--- src/rtl/nand_cpu_pkg.sv ---
// ---------------------------------------------------------------------------
// nand_cpu_pkg
// Shared types for the data-memory path.
//   MEM_OP      : memory operation encoding used by requesters and d_cache
//   ARB_STATE   : d_mem_arbiter transaction state
//   NUM_MEM_REQ : number of requesters sharing the data-memory port
// ---------------------------------------------------------------------------
package nand_cpu_pkg;

    localparam int NUM_MEM_REQ = 2;

    typedef enum logic [1:0] {
        MEM_NONE  = 2'd0,
        MEM_LOAD  = 2'd1,
        MEM_STORE = 2'd2
    } MEM_OP;

    typedef enum logic [1:0] {
        ARB_IDLE  = 2'd0,
        ARB_ISSUE = 2'd1,
        ARB_WAIT  = 2'd2,
        ARB_ERR   = 2'd3
    } ARB_STATE;

endpackage

--- src/rtl/rr_arbiter_2.sv ---
// ---------------------------------------------------------------------------
// rr_arbiter_2
// Two-way round-robin pick. The grant is combinational from req_valid and the
// registered last winner; the last winner only moves when the grant is
// actually accepted.
// Ports:
//   clk, rst   : clock, synchronous active-high reset (last winner -> 1)
//   req_valid  : per-requester request valid
//   accept     : the current grant is taken this cycle
//   grant      : one-hot winner, or zero when nobody requests
// ---------------------------------------------------------------------------
module rr_arbiter_2
    import nand_cpu_pkg::*;
(
    input  logic                   clk,
    input  logic                   rst,
    input  logic [NUM_MEM_REQ-1:0] req_valid,
    input  logic                   accept,
    output logic [NUM_MEM_REQ-1:0] grant
);

    logic last_grant_q;
    logic last_grant_d;

    // Winner selection: a sole requester always wins, a tie goes to the one
    // that did not win last time.
    always_comb begin
        grant        = 2'b00;
        last_grant_d = last_grant_q;
        case (req_valid)
            2'b01:   grant = 2'b01;
            2'b10:   grant = 2'b10;
            2'b11:   grant = last_grant_q ? 2'b01 : 2'b10;
            default: grant = 2'b00;
        endcase
        if (accept) begin
            last_grant_d = grant[1];
        end else begin
            last_grant_d = last_grant_q;
        end
    end

    // Last-winner register.
    always_ff @(posedge clk) begin
        if (rst) begin
            last_grant_q <= 1'b1;
        end else begin
            last_grant_q <= last_grant_d;
        end
    end

endmodule

--- src/rtl/d_mem_arbiter.sv ---
// ---------------------------------------------------------------------------
// d_mem_arbiter
// Shares the single d_cache port between the pipeline MEM stage (req 0) and
// the loader/debug port (req 1). Round-robin grant, one transaction in
// flight, response routed back to the owner, timeout reported as an error.
// Ports:
//   clk, rst        : clock, synchronous active-high reset
//   req_valid/ready : per-requester handshake (ready is one-hot or zero)
//   req_addr/op/wdata : per-requester request fields, sampled on accept
//   resp_valid      : per-requester single-cycle response pulse
//   resp_data/err   : shared response payload, valid with resp_valid
//   mem_*           : request to d_cache (mem_valid is a one-cycle pulse)
//   mem_resp_*      : d_cache response
//   busy            : a transaction is in progress
// ---------------------------------------------------------------------------
module d_mem_arbiter
    import nand_cpu_pkg::*;
#(
    parameter int ADDR_W  = 16,
    parameter int DATA_W  = 16,
    parameter int TIMEOUT = 255
) (
    input  logic                               clk,
    input  logic                               rst,
    input  logic [NUM_MEM_REQ-1:0]             req_valid,
    output logic [NUM_MEM_REQ-1:0]             req_ready,
    input  logic [NUM_MEM_REQ-1:0][ADDR_W-1:0] req_addr,
    input  MEM_OP [NUM_MEM_REQ-1:0]            req_op,
    input  logic [NUM_MEM_REQ-1:0][DATA_W-1:0] req_wdata,
    output logic [NUM_MEM_REQ-1:0]             resp_valid,
    output logic [DATA_W-1:0]                  resp_data,
    output logic                               resp_err,
    output logic                               mem_valid,
    output logic [ADDR_W-1:0]                  mem_addr,
    output MEM_OP                              mem_op,
    output logic [DATA_W-1:0]                  mem_wdata,
    input  logic                               mem_resp_valid,
    input  logic [DATA_W-1:0]                  mem_resp_data,
    output logic                               busy
);

    // A zero TIMEOUT still needs a one-bit timer to keep the logic legal.
    localparam int             TW        = (TIMEOUT > 0) ? $clog2(TIMEOUT + 1) : 1;
    localparam logic [TW-1:0]  TIMEOUT_V = TW'(TIMEOUT);
    localparam logic [TW-1:0]  TIMER_MAX = {TW{1'b1}};
    localparam bit             TO_EN     = (TIMEOUT != 0);

    ARB_STATE          state_q, state_d;
    logic              owner_q, owner_d;
    logic [ADDR_W-1:0] addr_q,  addr_d;
    MEM_OP             op_q,    op_d;
    logic [DATA_W-1:0] wdata_q, wdata_d;
    logic [TW-1:0]     timer_q, timer_d;

    logic [NUM_MEM_REQ-1:0] grant_s;
    logic                   win_idx_s;
    logic                   accept_s;

    // Accept only from IDLE and never while reset is asserted.
    assign accept_s  = (state_q == ARB_IDLE) && (|req_valid) && !rst;
    assign win_idx_s = grant_s[1];

    rr_arbiter_2 u_rr (
        .clk       (clk),
        .rst       (rst),
        .req_valid (req_valid),
        .accept    (accept_s),
        .grant     (grant_s)
    );

    // Next-state, held-request and output decode.
    always_comb begin
        state_d    = state_q;
        owner_d    = owner_q;
        addr_d     = addr_q;
        op_d       = op_q;
        wdata_d    = wdata_q;
        timer_d    = timer_q;
        req_ready  = 2'b00;
        resp_valid = 2'b00;
        resp_data  = {DATA_W{1'b0}};
        resp_err   = 1'b0;
        mem_valid  = 1'b0;
        mem_addr   = {ADDR_W{1'b0}};
        mem_op     = MEM_NONE;
        mem_wdata  = {DATA_W{1'b0}};

        if (!rst) begin
            case (state_q)
                ARB_IDLE: begin
                    // Stray mem_resp_valid here is deliberately ignored.
                    if (accept_s) begin
                        req_ready = grant_s;
                        owner_d   = win_idx_s;
                        addr_d    = req_addr[win_idx_s];
                        op_d      = req_op[win_idx_s];
                        wdata_d   = req_wdata[win_idx_s];
                        timer_d   = {TW{1'b0}};
                        // A no-op request never reaches memory; it is
                        // answered with an error on the next cycle.
                        if (req_op[win_idx_s] == MEM_NONE) begin
                            state_d = ARB_ERR;
                        end else begin
                            state_d = ARB_ISSUE;
                        end
                    end else begin
                        state_d = ARB_IDLE;
                    end
                end

                ARB_ISSUE: begin
                    mem_valid = 1'b1;
                    mem_addr  = addr_q;
                    mem_op    = op_q;
                    mem_wdata = wdata_q;
                    if (mem_resp_valid) begin
                        resp_valid[owner_q] = 1'b1;
                        resp_data = (op_q == MEM_LOAD) ? mem_resp_data : {DATA_W{1'b0}};
                        state_d   = ARB_IDLE;
                    end else begin
                        timer_d = TW'(1);
                        state_d = ARB_WAIT;
                    end
                end

                ARB_WAIT: begin
                    // A response arriving on the timeout cycle still counts
                    // as a good completion.
                    if (mem_resp_valid) begin
                        resp_valid[owner_q] = 1'b1;
                        resp_data = (op_q == MEM_LOAD) ? mem_resp_data : {DATA_W{1'b0}};
                        state_d   = ARB_IDLE;
                    end else if (TO_EN && (timer_q == TIMEOUT_V)) begin
                        resp_valid[owner_q] = 1'b1;
                        resp_err  = 1'b1;
                        state_d   = ARB_IDLE;
                    end else begin
                        // Saturating count so the timer can never wrap.
                        if (timer_q != TIMER_MAX) begin
                            timer_d = timer_q + TW'(1);
                        end else begin
                            timer_d = timer_q;
                        end
                        state_d = ARB_WAIT;
                    end
                end

                ARB_ERR: begin
                    resp_valid[owner_q] = 1'b1;
                    resp_err  = 1'b1;
                    state_d   = ARB_IDLE;
                end

                default: begin
                    state_d = ARB_IDLE;
                end
            endcase
        end else begin
            state_d = ARB_IDLE;
        end
    end

    // State, held request and timer registers.
    always_ff @(posedge clk) begin
        if (rst) begin
            state_q <= ARB_IDLE;
            owner_q <= 1'b0;
            addr_q  <= {ADDR_W{1'b0}};
            op_q    <= MEM_NONE;
            wdata_q <= {DATA_W{1'b0}};
            timer_q <= {TW{1'b0}};
        end else begin
            state_q <= state_d;
            owner_q <= owner_d;
            addr_q  <= addr_d;
            op_q    <= op_d;
            wdata_q <= wdata_d;
            timer_q <= timer_d;
        end
    end

    assign busy = (state_q != ARB_IDLE);

endmodule
--- config.mk ---
export PLATFORM = sky130hd
export DESIGN_NAME = d_mem_arbiter
export DESIGN_NICKNAME = d
export VERILOG_FILES = /design/src/rtl/nand_cpu_pkg.sv /design/src/rtl/rr_arbiter_2.sv /design/src/rtl/d_mem_arbiter.sv
export SDC_FILE = /design/constraint.sdc
export NUM_CORES = 1
export LEC_CHECK = 0
export ABC_AREA = 1
export BUFFER_PORTS_ARGS = -buffer_cell sky130_fd_sc_hd__clkbuf_2
export CAP_MARGIN = 10
export CORE_MARGIN = 2
export CORE_UTILIZATION = 46
export DETAILED_ROUTE_END_ITERATION = 10
export PLACE_DENSITY_LB_ADDON = 0.08
export SLEW_MARGIN = 10
export SYNTH_ARGS = -nofsm -noshare
export SYNTH_HDL_FRONTEND = slang
export SYNTH_HIERARCHICAL = 1
export SYNTH_SLANG_ARGS = --single-unit
--- constraint.sdc ---
create_clock -name clk -period 1.9 [get_ports clk]
set_input_delay 0 -clock clk [delete_from_list [all_inputs] [get_ports clk]]
set_output_delay 0 -clock clk [all_outputs]
set_load 0.03 [all_outputs]
==> impl_metrics.json <==
{
  "run_status": "finished clean",
  "postRouteWirelength_um": 9210,
  "setup_ws_ps": 93.5,
  "syn-num-nets": 517,
  "wire_per_inst_um": 13.5,
  "worst_setup_end_kind": "primary output",
  "syn_area_per_cell_um2": 6.71,
  "yosysUniqueCellTypes": 37,
  "slew-limit-headroom_pct": 67.4,
  "num_io_pins": 146,
  "postSynthCellCount": 421,
  "start_util_pct": 47.7,
  "global_route.usage.met1_pct": 30.2,
  "design_power_total_mw": 2.53,
  "final_cell_count_no_fill": 683,
  "placedInstanceArea_um2": 3560,
  "cap_violations": 0,
  "critical_path_class": "register to primary output",
  "ff_latch_area_um2": 923,
  "final_max_slew_viol_count": 0,
  "largest_net_degree_at_the_start_of_global_routing": 67,
  "rows": 28,
  "post-route-period-util_pct": 95.1,
  "hp-start": "req_addr[13]",
  "hold_path.class": "input pin to register",
  "critPathTopFamily": "simple AND/OR/NAND/NOR gates",
  "start_kind": "register",
  "slowest_delay_ps": 390,
  "number_of_global_route_vias_before_repair": 3055,
  "antenna_found_initial": 0,
  "place.detailed.instances": 622,
  "finish.instance_area_um2": 4270,
  "path_buf_inv": 2,
  "detailedRoute.firstPassIterationCount": 5,
  "area_growth_pct": 51.2,
  "design.final.nets": 703,
  "timing.critical_path.fanout_max": 16,
  "power.density_nw_per_um2": 591,
  "regToRegStartpoint": "u_rr/last_grant_q$_SDFFE_PP1P_",
  "critPathLaunch": "state_q[1]$_SDFF_PP0_",
  "timing_worst_slew_pin_value_ps": 489,
  "final_period_minus_worst_setup_slack_ps": 1810,
  "io_buffer_count": 145,
  "gpl.final_weighted_congestion": 0.864,
  "clock_sinks": 46,
  "detailed_route_via_count": 3533,
  "placement.setup.worst_slack_ps": 288,
  "post_dr_vias_cell": 5.17,
  "critical_path.slowest_cell": "dfxtp_1",
  "clock_tree.htree_level_count": 2,
  "overflow": 0,
  "irDropWorstVdd_mv": 0.451,
  "globalRouteMet3Util_pct": 4.89,
  "dp_hpwl_um": 5480,
  "ff2ff_path_depth": 6,
  "remaining_drc_errors": 0,
  "synth.yosys.seq_area_share_pct": 32.6,
  "clockRootBuffer": "clkbuf_8",
  "proportion_of_layout_cells_with_a_drive_suffix_above_1_pct": 32.2,
  "fp.dieArea_um2": 6780,
  "cts_tree": "yes",
  "rsz0062_at_grt": "yes",
  "final-hold-violation-count": 0,
  "clk_transition_reported_paths_ps": 70,
  "synth-seq-cells": 46,
  "detailedRoute.firstIterationViolations": 170,
  "synth_largest_area_cell": "dfxtp_1",
  "antenna_violating_nets_post_route": 0,
  "grt_pass1_wl_um": 13500,
  "timing.hold.worst_path_depth": 5,
  "worst_ep_required_time_ps": 1900,
  "total_area_of_multi_input_combinational_cells_um2": 1650,
  "fillCellCount": 492,
  "netlist_top_cells_area": "dfxtp_1, nand2_1, nor2_1",
  "worst_path_cell_trace": "inv_1, ha_2, nand3_4, nor3b_1, buf_4",
  "ys.warnings.count": 6,
  "setup_violators_final": 0,
  "dieHeight_um": 82.4,
  "insertedDiodeCount": 0,
  "busiest_layer": "met2",
  "clock_latency_ps": 310,
  "max-clock-path-buffers": 2,
  "worst_ep_arrival_time_ps": 1810,
  "fin_worst_skew_ps": 16.2,
  "power_leakage_nw": 2.06,
  "globalRouteTotalUtil_pct": 25.6,
  "clock.fmax_ghz": 0.554,
  "die_width_um": 82.4,
  "synth_area_um2": 2830,
  "numCtsBuffers": 5,
  "critical_path_cell_count": 5,
  "grt.met2_usage_pct": 44.4,
  "coreArea_um2": 5920,
  "yosysTopAreaCellShare_pct": 32.6
}
[synthesized netlist by cell type, drive strengths merged]
library cell and number:
nor3 1, nand3b 1, nor2 52, o21ai 38, o22ai 1, ha 7
buf 17, nand2 130, o211ai 10, nand4 6, a21oi 7, a21boi 1
nand3 12, o21bai 1, a31oi 19, clkbuf 8, inv 37, or2 10
nor3b 16, dfxtp 46, and2 1
[path summary, 6_finish.rpt]
path,to,slack [ps]
worst max-delay path,resp_data[14],90
worst min-delay path,addr_q[13]$_SDFFE_PP0P_,7
worst max register to register,wdata_q[11]$_SDFFE_PP0P_,330
worst min register to register,addr_q[13]$_SDFFE_PP0P_,490
[tightest hold or removal path: stages]
cell,delay [ps]
clkbuf_2,70
nand2_1,40
nand2_1,50
nand2_1,40
o21ai_0,60
[cell usage in the layout, fill, tap and decap left out, drive strengths merged, types with 2 or more instances in the layout]
cell type / instances
dlygate4sd3: 49
dfxtp: 46
inv: 37
or2: 10
ha: 7
a21oi: 7
nand4: 6
clkinv: 2
a31oi: 19
clkbuf: 136
o21ai: 38
nand3: 12
nor3b: 16
nor2: 52
o211ai: 10
nand2: 130
buf: 25
[metrics by stage]
| step | hold WS, ps | util (%) | setup TNS [ps] |
|---|---|---|---|
| 6_report | 6.81 | 72.1 | 0 |
| 5_1_grt | 33.0 | 72.1 | -112 |
| 4_1_cts | 9.54 | 69.9 | 0 |
| 3_5_place_dp | 239 | 60.1 | 0 |
| 3_3_place_gp | 241 | 60.1 | 0 |
| 2_1_floorplan | 88.4 | - | 0 |
[registers in the layout (all words and copies together) (netlist names)]
name / cells
timer_q: 8
wdata_q: 16
op_q: 2
addr_q: 16
owner_q: 1
u_rr/last_grant_q: 1
state_q: 2
[per-layer routing]
layer  wire length, µm  up-vias
met1              3630     1583
met3               728       35
li1                  -     1738
met2              4520      177
met4               327        0
met5                 0        -
[cell families after synthesis]
group | share of synthesized area (%)
simple gates | 37.6
compound gates | 16.4
buf+inv | 10.3
flops | 32.6
fa+ha+maj | 3.10
[report_power, final]
part	total (mW)	leakage (nW)	internal [mW]	switching, mW
clock network	0.606	0.0452	0.260	0.346
registers	1.11	0.380	1.07	0.0460
logic	0.809	1.64	0.343	0.465
total	2.53	2.06	1.67	0.857
[final cells by class]
cell class,count,area share [%]
well taps,75,2.20
clock buffers,6,1.70
inverters,37,3.43
repair buffers,204,32.2
flip-flops and latches,46,21.6
clock inverters,2,0.322
multi-input cells,313,38.5
[what timing repair did]
| item | 4_1_cts | 5_1_grt |
|---|---|---|
| endpoints found under the hold margin | 30 | 0 |
| gates resized for setup | 1 | 41 |
| pin swaps | 0 | 2 |
| gates cloned | 0 | 2 |
| hold buffers | 49 | 0 |
| setup buffers | 0 | 2 |
| setup endpoints to repair | 16 | 21 |
No activity file was read; power rests on OpenSTA's default activity.
